--- src/rtl/slt_operand_stage.sv ---
// Two-entry skid buffer staging (a, b) operand pairs in front of the SLT comparator.
// Optional transfer counter enabled by defining SLT_STAGE_CNT_EN.
module slt_operand_stage #(
  parameter int n = 32
) (
  input  logic         clk,
  input  logic         rst_n,
  input  logic         flush,
  input  logic         in_valid,
  output logic         in_ready,
  input  logic [n-1:0] in_a,
  input  logic [n-1:0] in_b,
  output logic         out_valid,
  input  logic         out_ready,
  output logic [n-1:0] out_a,
  output logic [n-1:0] out_b
`ifdef SLT_STAGE_CNT_EN
  ,
  output logic [n-1:0] xfer_count
`endif
);

  typedef enum logic [1:0] {
    EMPTY = 2'd0,
    ONE   = 2'd1,
    FULL  = 2'd2
  } state_t;

  state_t      state;
  logic [n-1:0] s_a;
  logic [n-1:0] s_b;
  logic         in_xfer;
  logic         out_xfer;

  assign in_xfer  = in_valid & in_ready;
  assign out_xfer = out_valid & out_ready;

  // out_* and in_ready come straight from flops; M is out_a/out_b
  always_ff @(posedge clk or negedge rst_n) begin
    if (!rst_n) begin
      state     <= EMPTY;
      out_valid <= 1'b0;
      in_ready  <= 1'b1;
      out_a     <= '0;
      out_b     <= '0;
      s_a       <= '0;
      s_b       <= '0;
    end else if (flush) begin
      state     <= EMPTY;
      out_valid <= 1'b0;
      in_ready  <= 1'b1;
    end else begin
      case (state)
        EMPTY: begin
          if (in_xfer) begin
            out_a     <= in_a;
            out_b     <= in_b;
            out_valid <= 1'b1;
            state     <= ONE;
          end
        end
        ONE: begin
          if (in_xfer && out_xfer) begin
            out_a <= in_a;
            out_b <= in_b;
          end else if (in_xfer) begin
            s_a      <= in_a;
            s_b      <= in_b;
            in_ready <= 1'b0;
            state    <= FULL;
          end else if (out_xfer) begin
            out_valid <= 1'b0;
            state     <= EMPTY;
          end
        end
        FULL: begin
          if (out_xfer) begin
            out_a    <= s_a;
            out_b    <= s_b;
            in_ready <= 1'b1;
            state    <= ONE;
          end
        end
        default: begin
          state     <= EMPTY;
          out_valid <= 1'b0;
          in_ready  <= 1'b1;
        end
      endcase
    end
  end

`ifdef SLT_STAGE_CNT_EN
  // counts through flush; only reset clears it
  always_ff @(posedge clk or negedge rst_n) begin
    if (!rst_n) begin
      xfer_count <= '0;
    end else if (out_xfer) begin
      xfer_count <= xfer_count + 1'b1;
    end
  end
`endif

endmodule

--- config.mk ---
export PLATFORM = sky130hd
export DESIGN_NAME = slt_operand_stage
export DESIGN_NICKNAME = d
export VERILOG_FILES = /design/src/rtl/slt_operand_stage.sv
export SDC_FILE = /design/constraint.sdc
export NUM_CORES = 1
export LEC_CHECK = 0
export ABC_AREA = 1
export CAP_MARGIN = 20
export CORE_AREA = 2 2 113 115
export CTS_CLUSTER_DIAMETER = 50
export DETAILED_ROUTE_END_ITERATION = 16
export DIE_AREA = 0 0 115 117
export PLACE_DENSITY = 0.82
export SLEW_MARGIN = 20
export SYNTH_ARGS = -nofsm -noshare
export SYNTH_HDL_FRONTEND = slang
export SYNTH_SLANG_ARGS = --single-unit
--- constraint.sdc ---
create_clock -name clk -period 1.6 [get_ports clk]
set_input_delay 0.32 -clock clk [delete_from_list [all_inputs] [get_ports clk]]
set_output_delay 0.32 -clock clk [all_outputs]
set_load 0.03 [all_outputs]
; Word level (Yosys, flattened, before mapping)
; Index checks and enable logic that the tools add are counted.
[totals]
output_inout_bits = 66
latchBits = 0
memories = 0
elab_cells = 59
ff_bits = 132
ram_bits = 0
in_bits = 69
romBits = 0
[classes]
n_shift = 0
mux = 26
n_bitwise = 4
n_reduce_logical = 8
add_sub_neg = 0
multipliers = 0
n_lt_le_gt_ge = 0
n_eq_ne = 14
n_div = 0
[op_table]
columns = operator, n
row1 = two-way mux 32 bit, 6
row2 = case mux 32 bit (3 select lines), 2
row3 = != test 3 bit (second input constant), 6
row4 = two-way mux 2 bit, 6
row5 = AND reduction 4 bit, 3
row6 = != test 2 bit (second input constant), 5
row7 = AND reduction 5 bit, 2
row8 = two-way mux 1 bit, 9
row9 = case mux 1 bit (3 select lines), 2
row10 = case mux 2 bit (3 select lines), 1
row11 = != test 4 bit (second input constant), 1
row12 = nonzero test 3 bit, 1
row13 = bitwise AND 1 bit, 2
row14 = equality test 2 x 1 -> 1 bit (second input constant), 1
row15 = equality test 2 bit (second input constant), 1
row16 = zero test 2 bit, 1
row17 = inverter 1 bit, 2
row18 = logical AND 1 bit, 1

; Longest topological paths before layout
[depth]
depth_word = 6
ltp_mapped = 8
depth_no_buf = 8

; Least setup slack after synthesis
; No wires, ideal clock.
[synth_path]
path_type = reg2reg
from = register in_ready
to = register s_a[11]
arrival_ps = 1439
setup_slack_ps = 35
setup_ps = 126
required_ps = 1474
period_less_slack_ps = 1565
path_buffers = 2
path_stages_with_launch = 6
cell_sequence = dfstp_2 > nand2_1 > nor3_2 > buf_4 > buf_4 > o21ai_0
[synth_via]
elab_chain_cells = 4
[synth_rtl]
columns = element, line_no
row1 = start: declaration, 10  ; output logic in_ready,
row2 = start signal: assignment, 43  ; in_ready <= 1'b1;
row3 = start signal: assignment, 51  ; in_ready <= 1'b1;
row4 = start signal: assignment, 69  ; in_ready <= 1'b0;
row5 = bitwise AND 1 bit *, 35  ; assign in_xfer = in_valid & in_ready;
row6 = logical AND 1 bit, 63  ; if (in_xfer && out_xfer) begin
row7 = inverter 1 bit (no source line), n/a
row8 = AND reduction 4 bit (no source line) *, n/a
row9 = end signal: assignment, 67  ; s_a <= in_a;
row10 = end: declaration, 30  ; logic [n-1:0] s_a;
; Every way passes the cells marked *; elsewhere a longest branch is shown, timed or not.
; A chain may end at the register's enable or synchronous reset.

; Final worst setup path
[layout_path]
from = register out_valid
to = output port out_valid
[layout_rtl]
columns = element, line_no
row1 = start: declaration, 13  ; output logic out_valid,
row2 = start signal: assignment, 42  ; out_valid <= 1'b0;
row3 = start signal: assignment, 50  ; out_valid <= 1'b0;
row4 = start signal: assignment, 58  ; out_valid <= 1'b1;
; No word-level cell between the ends.

==> out/qor.yml <==
run_status:
  outcome: "finished clean"
synthesis:
  syn_nets: 799
  synth_edf_count: 0
  synthCells: 730
  synth_area_leaders: "dfrtp_1 55%, nand2_1 17%, o21ai_0 8.5%"
  ys_seq_area_share_pct: 55.3
  synth_top_area_share_pct: 54.9
  avgSynthCellArea_um2: 8.18
  ys_seq_elements: 132
  yosys.area.top_type: "dfrtp_1"
  yosysWarnings: 0
  async_reset_ff_share_pct: 100
  netlist_area_um2: 5970
  yosysUniqueCellTypes: 21
  synth_flop_cell: "dfrtp_1"
  synthTopCellsByCount: "272 x nand2_1, 131 x dfrtp_1, 101 x o21ai_0"
  synth.most_common_cell: "nand2_1"
routing:
  dr.pass1.iters: 5
  wl_per_cell_um: 13.8
  avgViaCountPerCell: 5.01
  vias: 5167
  drtAntennaViolNets: 0
  wl_um: 14300
  drt_iter0_drc: 306
  drcViolationCount: 0
grt:
  antenna_found_initial: 0
  grt.overflow.total: 0
  grt_pass1_wl_um: 23500
  track_usage_pct: 22.6
  grt_max_degree: 67
  grt_pass1_vias: 4825
cts:
  clk_latency_ns: 0.41
  clockRootBuffer: "clkbuf_16"
  h-tree-depth: 4
  clk_pin_slew_ns: 0.06
  cts.sinks: 132
  cts_tree: "done"
  cts-buffers-inserted: 17
  clockBufferDepth: 2
worst_setup_path:
  critical_path.max_fanout: 4
  worst_path_largest_cell_delay_ns: 0.42
  r2r_cells: 7
  crit_type: "reg2out"
  cp_num_buf_inv: 1
  cp.arrival_ns: 1.20
  regToRegSetupSlack_ns: 0.11
  worst_setup_path_start_kind: "flip-flop"
  cp_top_family: "buffers and inverters"
  reg2reg_from: "state[1]$_DFFE_PN0P_"
  critPathSlowestCell: "dlygate4sd2_1"
  setup.worst_path.end_class: "primary output"
  crit_chain: "dlygate4sd2_1"
  cp.required_ns: 1.28
  worstReg2RegEnd: "s_a[28]$_DFFE_PN0P_"
sta:
  period_needed_ns: 1.52
  setup_slack_ns: 0.0811
  fin_crit_sh_pct: 94.9
  fmax_ghz: 0.658
  slew_headroom_pct: 74.5
  rsz0062_at_grt: "yes"
  tns_ns: 0
  setup_viol: 0
  hold_viol: 0
  finalClockSkew_ns: 0.00932
  tightest_slew_ns: 0.383
  slew_viol_final: 0
floorplan:
  dieArea_um2: 13500
  fp.dieW_um: 115
  initial_utilization_pct: 48.5
  placementRows: 41
  die_h_um: 117
  coreArea_um2: 12300
  io_pins: 135
power_and_ir_drop:
  power.total_mw: 14.7
  power_leakage_nw: 4.21
  power_density_nw_per_um2: 1810
  ir_drop_mv: 1.11
run:
  cap_viol_max_count: 0
cells_and_area:
  final_util_pct: 66.0
  num_antenna_cells: 0
  syn_to_final_growth_pct: 36.0
  final_nets: 938
  layout-drive-gt1-share_pct: 8.39
place:
  port_buffers: 134
  gp_congestion: 0.798
  hpwl_um: 9440
  dpl_worst_slack_ns: -0.306
hold_path:
  worstHoldPathType: "in2async"
## routing by layer
metal	global-route usage, %	wire [µm]	up-vias
met4	10.2	383	0
met1	30.3	6380	2401
met2	35.2	6780	155
li1	-	-	2582
met3	5.41	716	29
met5	0	0	-
## per-stage QoR
stage,instance area [µm²],hold WS [ns],std cells
after floorplan,5970,0.0244,730
after global placement,7590,0.257,996
after detailed placement,7590,0.260,996
after CTS,8090,0.386,1029
after global routing,8120,0.406,1032
final,8120,0.389,1032
## flip-flops by register name (all words and copies together) (netlist names)
signal and flops:
out_b 32, in_ready 1, s_a 32, out_valid 1
state 2, out_a 32, s_b 32
## where the power goes
group | internal, mW | switching (mW)
Sequential | 4.92 | 0.649
Clock | 2.38 | 1.32
Combinational | 1.87 | 3.60
## worst max-delay path by stage
stage                               start               endpoint  slack [ns]  cells after the start
floorplan            in_ready$_DFFE_PN1P_    s_a[11]$_DFFE_PN0P_        0.04                      5
global placement                out_ready  out_a[12]$_DFFE_PN0P_       -0.27                      9
detailed placement              out_ready  out_b[14]$_DFFE_PN0P_       -0.31                      9
CTS                  state[0]$_DFFE_PN0P_  out_a[16]$_DFFE_PN0P_        0.02                      7
global route         state[1]$_DFFE_PN0P_     s_a[8]$_DFFE_PN0P_       -0.02                      7
finish              out_valid$_DFFE_PN0P_              out_valid        0.08                      1
## kinds of logic (layout without fill, tap and decap cells)
logic type,count (synthesis),after routing,share of synthesized area [%]
and+or+nand+nor,346,346,23.4
buffers and inverters,118,270,9.81
AOI/OAI and AO/OA,134,134,11.4
DFF,132,132,55.3
## final cells by class
type	count	area, µm²
flip-flops and latches	132	3310
clock inverters	3	40.0
inverters	70	263
clock buffers	29	531
fillers	1031	4190
repair buffers	168	1680
well taps	150	188
multi-input cells	480	2120
## cells in the final DEF (no fill, tap or decap)
| cell | Yosys | routed |
|---|---|---|
| nor2_4 | 1 | 1 |
| clkbuf_8 | 0 | 6 |
| nand2_1 | 272 | 269 |
| nor3_4 | 0 | 1 |
| inv_2 | 1 | 2 |
| clkinv_2 | 0 | 2 |
| clkdlybuf4s50_1 | 0 | 67 |
| buf_12 | 0 | 13 |
| dfstp_2 | 1 | 1 |
| o21bai_4 | 0 | 1 |
| o21ai_1 | 29 | 29 |
| a21oi_1 | 1 | 1 |
| o21ai_0 | 101 | 101 |
| inv_1 | 69 | 68 |
| bufinv_16 | 0 | 1 |
| nand2_4 | 0 | 1 |
| nand3_1 | 65 | 65 |
| nor2_1 | 5 | 5 |
| buf_4 | 9 | 21 |
| clkbuf_1 | 7 | 6 |
| dlygate4sd3_1 | 0 | 1 |
| dfrtp_1 | 131 | 130 |
| dlygate4sd2_1 | 0 | 65 |
| or2_2 | 1 | 1 |
| buf_6 | 11 | 1 |
| o21ai_4 | 0 | 1 |
| clkbuf_16 | 0 | 17 |
| dfrtp_2 | 0 | 1 |
| nand2_2 | 1 | 3 |
| o211ai_1 | 1 | 1 |
## worst register-to-register path, cell delays in order (launching register included)
cell	delay (ns)
dfrtp_2	0.45
nor2_4	0.15
nand2_1	0.12
nor3_4	0.16
buf_12	0.19
buf_12	0.18
nand2_1	0.07
o21ai_0	0.09
## repair_timing
action | CTS | global route
hold endpoints to repair | 34 | 0
endpoints found under the setup margin | 65 | 104
gates resized for setup | 65 | 4
setup buffers | 0 | 3
pin swaps | 0 | 1
hold buffers | 1 | 0
Note: power is estimated with default switching activity, not from simulation.
